File: src/rtl/rip_writeback_if.sv
// rip_writeback_if: EX/MA issue, data-memory response and register-file write bundle.
interface rip_writeback_if;
  logic        ex_valid;
  logic        ex_rd_wen;
  logic [4:0]  ex_rd_num;
  logic        ex_is_load;
  logic [2:0]  ex_funct3;
  logic [1:0]  ex_addr_lo;
  logic [31:0] ex_result;
  logic        dmem_rvalid;
  logic [31:0] dmem_rdata;
  logic        wb_ready;
  logic        wen;
  logic [4:0]  ma_rd_num;
  logic [31:0] wdata;
  logic        pend_valid;
  logic [4:0]  pend_rd_num;
  logic        err_timeout;
  modport master (
    output ex_valid, ex_rd_wen, ex_rd_num, ex_is_load, ex_funct3, ex_addr_lo, ex_result,
           dmem_rvalid, dmem_rdata,
    input  wb_ready, wen, ma_rd_num, wdata, pend_valid, pend_rd_num, err_timeout
  );
  modport slave (
    input  ex_valid, ex_rd_wen, ex_rd_num, ex_is_load, ex_funct3, ex_addr_lo, ex_result,
           dmem_rvalid, dmem_rdata,
    output wb_ready, wen, ma_rd_num, wdata, pend_valid, pend_rd_num, err_timeout
  );
endinterface

File: src/rtl/rip_writeback.sv
// rip_writeback: MA/WB stage; writes ALU results directly, waits for and extends load data, aborts stalled loads.
module rip_writeback #(
  parameter int unsigned LOAD_TIMEOUT = 255
) (
  input logic            clk,
  input logic            rst,
  rip_writeback_if.slave bus
);
  typedef enum logic {IDLE, WAIT_LOAD} state_t;
  state_t      state_q, state_d;
  logic [15:0] cnt_q, cnt_d;
  logic [4:0]  rd_q, rd_d, ma_rd_q, ma_rd_d;
  logic        rd_wen_q, rd_wen_d, wen_q, wen_d, err_q, err_d;
  logic [2:0]  f3_q, f3_d;
  logic [1:0]  lo_q, lo_d;
  logic [31:0] wdata_q, wdata_d, ld_data;
  logic [7:0]  ld_byte;
  logic [15:0] ld_half;
  assign ld_byte = bus.dmem_rdata[{lo_q, 3'b111} -: 8];
  assign ld_half = bus.dmem_rdata[{lo_q[1], 4'hF} -: 16];
  // funct3[2] selects zero-extension; funct3 3/6/7 fall through to the full word
  assign ld_data = f3_q[1:0] == 2'd0 ? {{24{~f3_q[2] & ld_byte[7]}}, ld_byte}
                 : f3_q[1:0] == 2'd1 ? {{16{~f3_q[2] & ld_half[15]}}, ld_half}
                 : bus.dmem_rdata;
  assign bus.wb_ready    = state_q == IDLE;
  assign bus.wen         = wen_q;
  assign bus.ma_rd_num   = ma_rd_q;
  assign bus.wdata       = wdata_q;
  assign bus.pend_valid  = state_q == WAIT_LOAD;
  assign bus.pend_rd_num = rd_q;
  assign bus.err_timeout = err_q;
  always_comb begin
    state_d  = state_q;
    cnt_d    = cnt_q;
    rd_d     = rd_q;
    rd_wen_d = rd_wen_q;
    f3_d     = f3_q;
    lo_d     = lo_q;
    wen_d    = 1'b0;
    ma_rd_d  = ma_rd_q;
    wdata_d  = wdata_q;
    err_d    = err_q;
    if (state_q == IDLE) begin
      if (bus.ex_valid && bus.ex_is_load) begin
        state_d  = WAIT_LOAD;
        cnt_d    = '0;
        rd_d     = bus.ex_rd_num;
        rd_wen_d = bus.ex_rd_wen;
        f3_d     = bus.ex_funct3;
        lo_d     = bus.ex_addr_lo;
      end else if (bus.ex_valid && bus.ex_rd_wen && bus.ex_rd_num != 5'd0) begin
        wen_d   = 1'b1;
        ma_rd_d = bus.ex_rd_num;
        wdata_d = bus.ex_result;
      end
    end else if (bus.dmem_rvalid) begin
      state_d = IDLE;
      if (rd_wen_q && rd_q != 5'd0) begin
        wen_d   = 1'b1;
        ma_rd_d = rd_q;
        wdata_d = ld_data;
      end
    end else if (cnt_q == 16'(LOAD_TIMEOUT - 1)) begin
      state_d = IDLE;
      err_d   = 1'b1;
    end else begin
      cnt_d = cnt_q + 16'd1;
    end
  end
  always_ff @(posedge clk) begin
    if (rst) begin
      state_q  <= IDLE;
      cnt_q    <= '0;
      rd_q     <= '0;
      rd_wen_q <= 1'b0;
      f3_q     <= '0;
      lo_q     <= '0;
      wen_q    <= 1'b0;
      ma_rd_q  <= '0;
      wdata_q  <= '0;
      err_q    <= 1'b0;
    end else begin
      state_q  <= state_d;
      cnt_q    <= cnt_d;
      rd_q     <= rd_d;
      rd_wen_q <= rd_wen_d;
      f3_q     <= f3_d;
      lo_q     <= lo_d;
      wen_q    <= wen_d;
      ma_rd_q  <= ma_rd_d;
      wdata_q  <= wdata_d;
      err_q    <= err_d;
    end
  end
endmodule

File: src/flat_wrapper.sv
// flat-port wrapper written by rule: the top's interface ports become plain ports
module rip_writeback_flat 
#(
  parameter int unsigned LOAD_TIMEOUT = 255
)
  (clk, rst, bus_ex_valid, bus_ex_rd_wen, bus_ex_rd_num, bus_ex_is_load, bus_ex_funct3, bus_ex_addr_lo, bus_ex_result, bus_dmem_rvalid, bus_dmem_rdata, bus_wb_ready, bus_wen, bus_ma_rd_num, bus_wdata, bus_pend_valid, bus_pend_rd_num, bus_err_timeout);
  rip_writeback_if bus_i ();
  input logic clk;
  input logic rst;
  input wire logic [$bits(bus_i.ex_valid)-1:0] bus_ex_valid;
  input wire logic [$bits(bus_i.ex_rd_wen)-1:0] bus_ex_rd_wen;
  input wire logic [$bits(bus_i.ex_rd_num)-1:0] bus_ex_rd_num;
  input wire logic [$bits(bus_i.ex_is_load)-1:0] bus_ex_is_load;
  input wire logic [$bits(bus_i.ex_funct3)-1:0] bus_ex_funct3;
  input wire logic [$bits(bus_i.ex_addr_lo)-1:0] bus_ex_addr_lo;
  input wire logic [$bits(bus_i.ex_result)-1:0] bus_ex_result;
  input wire logic [$bits(bus_i.dmem_rvalid)-1:0] bus_dmem_rvalid;
  input wire logic [$bits(bus_i.dmem_rdata)-1:0] bus_dmem_rdata;
  output wire logic [$bits(bus_i.wb_ready)-1:0] bus_wb_ready;
  output wire logic [$bits(bus_i.wen)-1:0] bus_wen;
  output wire logic [$bits(bus_i.ma_rd_num)-1:0] bus_ma_rd_num;
  output wire logic [$bits(bus_i.wdata)-1:0] bus_wdata;
  output wire logic [$bits(bus_i.pend_valid)-1:0] bus_pend_valid;
  output wire logic [$bits(bus_i.pend_rd_num)-1:0] bus_pend_rd_num;
  output wire logic [$bits(bus_i.err_timeout)-1:0] bus_err_timeout;
  assign bus_i.ex_valid = bus_ex_valid;
  assign bus_i.ex_rd_wen = bus_ex_rd_wen;
  assign bus_i.ex_rd_num = bus_ex_rd_num;
  assign bus_i.ex_is_load = bus_ex_is_load;
  assign bus_i.ex_funct3 = bus_ex_funct3;
  assign bus_i.ex_addr_lo = bus_ex_addr_lo;
  assign bus_i.ex_result = bus_ex_result;
  assign bus_i.dmem_rvalid = bus_dmem_rvalid;
  assign bus_i.dmem_rdata = bus_dmem_rdata;
  assign bus_wb_ready = bus_i.wb_ready;
  assign bus_wen = bus_i.wen;
  assign bus_ma_rd_num = bus_i.ma_rd_num;
  assign bus_wdata = bus_i.wdata;
  assign bus_pend_valid = bus_i.pend_valid;
  assign bus_pend_rd_num = bus_i.pend_rd_num;
  assign bus_err_timeout = bus_i.err_timeout;
  rip_writeback #(.LOAD_TIMEOUT(LOAD_TIMEOUT)) u_core (.clk(clk), .rst(rst), .bus(bus_i));
endmodule
File: config.mk
export PLATFORM = sky130hd
export DESIGN_NAME = rip_writeback_flat
export DESIGN_NICKNAME = d
export VERILOG_FILES = /design/src/rtl/rip_writeback_if.sv /design/src/rtl/rip_writeback.sv /design/src/flat_wrapper.sv
export SDC_FILE = /design/constraint.sdc
export NUM_CORES = 1
export LEC_CHECK = 0
export CORE_ASPECT_RATIO = 0.6
export CORE_UTILIZATION = 40
export CTS_CLUSTER_DIAMETER = 100
export CTS_CLUSTER_SIZE = 16
export DETAILED_ROUTE_END_ITERATION = 6
export GPL_TIMING_DRIVEN = 0
export PLACE_DENSITY = 0.86
export SYNTH_ARGS = -nofsm -noshare
export SYNTH_HDL_FRONTEND = slang
export SYNTH_SLANG_ARGS = --single-unit
File: constraint.sdc
create_clock -name clk -period 1.9 [get_ports clk]
set_input_delay 0.19 -clock clk [delete_from_list [all_inputs] [get_ports clk]]
set_output_delay 0.19 -clock clk [all_outputs]
set_load 0.01 [all_outputs]
==> key figures <==
Outcome
  • Status: complete, no violations

Setup path
  • R2r endpoint: u_core.bus.wdata[20]
  • Crit-path max FO: 10
  • Worst R2R Start: u_core.lo_q[1]
  • CP max stage cell: mux4_2
  • CP endpoint kind: flop
  • Critical Path RT: 2.10 ns
  • CP startpoint kind: flop
  • WP data arrival: approximately 2.1 ns
  • Reg2Reg Depth: 7
  • Bufs and invs on worst path: 2
  • CP Cell Sequence: buf_6, mux4_2, a21oi_4, o21ai_4, buf_8, o221ai_1, a21oi_1
  • Critical path's top delay family: multiplexers
  • Crit path kind: flop to flop
  • Max incr delay on CP: 0.55 ns
  • R2R Setup Slk: 0.05 ns

Finish
  • Final instance area: 5370 um2
  • Layout cells sized above 1: 11.4%
  • ANT cells: 0
  • Nets: 659
  • Fill count: 739
  • Synth-to-Final Area Change: 51.2%

Job
  • Number of max-cap violations: 0

Synthesis
  • Syn Area/Cell: 8.09 um2
  • Mapped cell area: 3550 um2
  • Top_reg_cell synth: dfxtp_1
  • Post-synth top area share: 37.8%
  • Top-count cell post-synth: dfxtp_1
  • Top post-synthesis cells by count: 67 x dfxtp_1, 53 x nand2_1, 51 x nor2_1
  • Syn Inst Count: 439
  • Yosys warnings: 0
  • Netlist cell types: 45
  • Synthesized flop and latch total: 67
  • Synthesized net count: around 520
  • Most area-hungry cell type in the Yosys netlist: dfxtp_1
  • Ranking of synthesized cells by area: dfxtp_1 38%, a21oi_1 5.8%, nand2_1 5.6%
  • FFs w/ async S/R, synth: 0%
  • Sequential-to-total area share from yosys stat: 37.8%
  • EDFF count, synth: 0

Timing
  • Fmax: between 0.5 and 0.6 GHz
  • Final hold viol count: 0
  • Setup violators final: 0
  • RSZ-0062 raised after global routing: yes
  • Clk_skew: between 0.007 and 0.008 ns
  • Final Max Slew Viols: 0
  • Worst-margin pin slew: between 0.5 and 0.6 ns
  • Worst rel slew slack: 60.1%
  • Crit share post-route: 97.4%
  • Min Tclk post-route: about 1.9 ns
  • Min Hold Slack: 0.404 ns

Global routing
  • First-pass GRT wire length: approximately 20 mm
  • GRT Util Overall: 28.7%
  • Initial antenna violation count: 1
  • GR peak layer: met2
  • Gr ovfl total: 0
  • Met2 Use GR: 41.0%
  • Vias in the first global route: roughly 3800
  • Met3 Resource Use GR: 8.79%
  • Largest net degree at the start of global routing: 12
  • Global-route track usage on met1: between 40% and 50%

Floorplan
  • Die area: about 9000 um2
  • Die Y: 75.0 um
  • Cell Rows: 26
  • Starting Density: 41.5%
  • Core area: 8560 um2
  • Die W: 124 um
  • Io pins: ~130

CTS
  • Root buf cell: clkbuf_16
  • Cts bufs inserted: 9
  • H-tree levels: 3
  • CTS Buffer Depth: 2
  • TritonCTS clock tree: built
  • Hold Buf Count CTS: 0
  • CTS sink cnt: 67
  • Worst-Skew Late Latency: ~0.34 ns
  • Worst-path clk slew: approximately 0.060 ns

Pwr
  • Total chip power: roughly 3.8 mW
  • VDD IR-drop max: 0.489 mV
  • Leak: ~1.8 nW
  • Power density over the cells: around 700 nW/um2

Routing
  • Vias: 4063
  • Remaining DRCs: 0
  • DRT Pass-1 Iters: 5
  • Wire length per cell: ~19 um
  • Drt total wl: 13.1 mm
  • Final ANT Viol Nets: 0
  • Vias per cell: 5.87
  • Starting DRC count in detailed routing: 410

Hold path
  • Min-delay worst type: primary input to flop
  • Hold depth: 2
  • Worst Hold Launch: rst
  • Hold Path End: u_core.bus.wdata[0]

Placed design
  • RD Place Congestion: 0.935
  • DPL Wire Length: 9.58 mm
  • Port bufs: 124
  • Post-Place Cell Area: 4930 um2
==> cell type report <==
type	count	area (um2)	area share, %
clock buffers	9	225	4.20
clock inverters	5	56.3	1.05
inverters	21	78.8	1.47
repair buffers	128	1270	23.7
plain buffers	33	180	3.36
multi-input cells	317	2070	38.6
flip-flops and latches	67	1340	25.0
well taps	112	140	2.61
==> report_power, final <==
part | leakage, nW | internal (mW) | switching, mW
sequential | 0.545 | 1.45 | 0.0346
combinational | 1.15 | 0.357 | 0.344
clock | 0.137 | 0.997 | 0.620
total | 1.83 | 2.81 | 0.998
==> metrics by stage <==
stage / worst slack (ns) / setup TNS [ns] / utilization (%) / instances
floorplan: 0.0710 / 0 / - / 439
global placement: -0.538 / -14.14 / 57.6 / 675
detailed placement: -0.516 / -15.27 / 57.6 / 675
CTS: 0.00612 / 0 / 61.5 / 690
global route: -0.0103 / -0.0468 / 62.7 / 692
finish: 0.0489 / 0 / 62.7 / 692
==> state kept, by name, summed over array words and instances (netlist names) <==
name	flops
u_core.lo_q	2
u_core.bus.ma_rd_num	5
u_core.cnt_q	16
u_core.bus.pend_valid	1
u_core.rd_wen_q	1
u_core.bus.wen	1
u_core.f3_q	3
u_core.bus.pend_rd_num	5
u_core.bus.err_timeout	1
u_core.bus.wdata	32
==> worst reg2reg max path: cells and delay by family, from the launching register on <==
family,cells,cell delay [ns]
AOI/OAI and AO/OA,4,0.56
muxes,1,0.55
DFF,1,0.32
buffers and inverters,2,0.29
==> kinds of logic after synthesis <==
family,count (synthesis),synth area share (%)
adders and majority gates,2,0.705
DFF,67,37.8
xor gates and xnor gates,11,2.71
AOI/OAI and AO/OA,135,25.5
and+or+nand+nor,156,20.1
buffers and inverters,55,6.45
muxes,13,6.70
==> worst max path at each step <==
stage	to	cells after the start	slack (ns)	from
final	u_core.bus.wdata[20]	7	0.05	u_core.lo_q[1]
after floorplan	u_core.bus.wdata[27]	7	0.07	u_core.lo_q[1]
after detailed placement	u_core.bus.wdata[30]	7	-0.52	bus_ex_valid
after global routing	u_core.bus.wdata[9]	6	-0.01	u_core.bus.pend_rd_num[0]
after global placement	u_core.bus.wdata[30]	7	-0.54	bus_ex_valid
after CTS	bus_wb_ready	3	0.006	u_core.bus.pend_valid
==> layout by cell type, fill, tap and decap left out, types with 4 or more instances in the layout <==
cell,count
clkbuf_16,9
dfxtp_1,66
clkbuf_1,13
o21ai_0,13
inv_1,21
buf_2,4
buf_4,7
clkbuf_4,4
xnor2_1,6
and2_1,10
a211oi_1,18
a21oi_1,41
mux2i_1,5
a211o_2,5
o221ai_1,10
clkbuf_2,5
o22ai_1,16
nor3_1,12
mux4_2,6
nand2_1,53
xor2_1,5
nor2_1,50
a22oi_1,8
clkdlybuf4s50_1,124
nand3_1,6
o221ai_2,4
==> repair_timing <==
item                       4_1_cts  5_1_grt
setup endpoints to repair       42       40
gates cloned                     0        0
pin swaps                        1        1
buffers inserted                 2        2
gates resized for setup         14       30
==> layer usage <==
layer / part of all wire (%) / vias to the layer above
met4: 1.8 / 2
met5: 0.099 / -
met1: 46 / 1916
met2: 42 / 245
li1: - / 1871
met3: 10 / 29
Power figures use the tool's default switching activity.
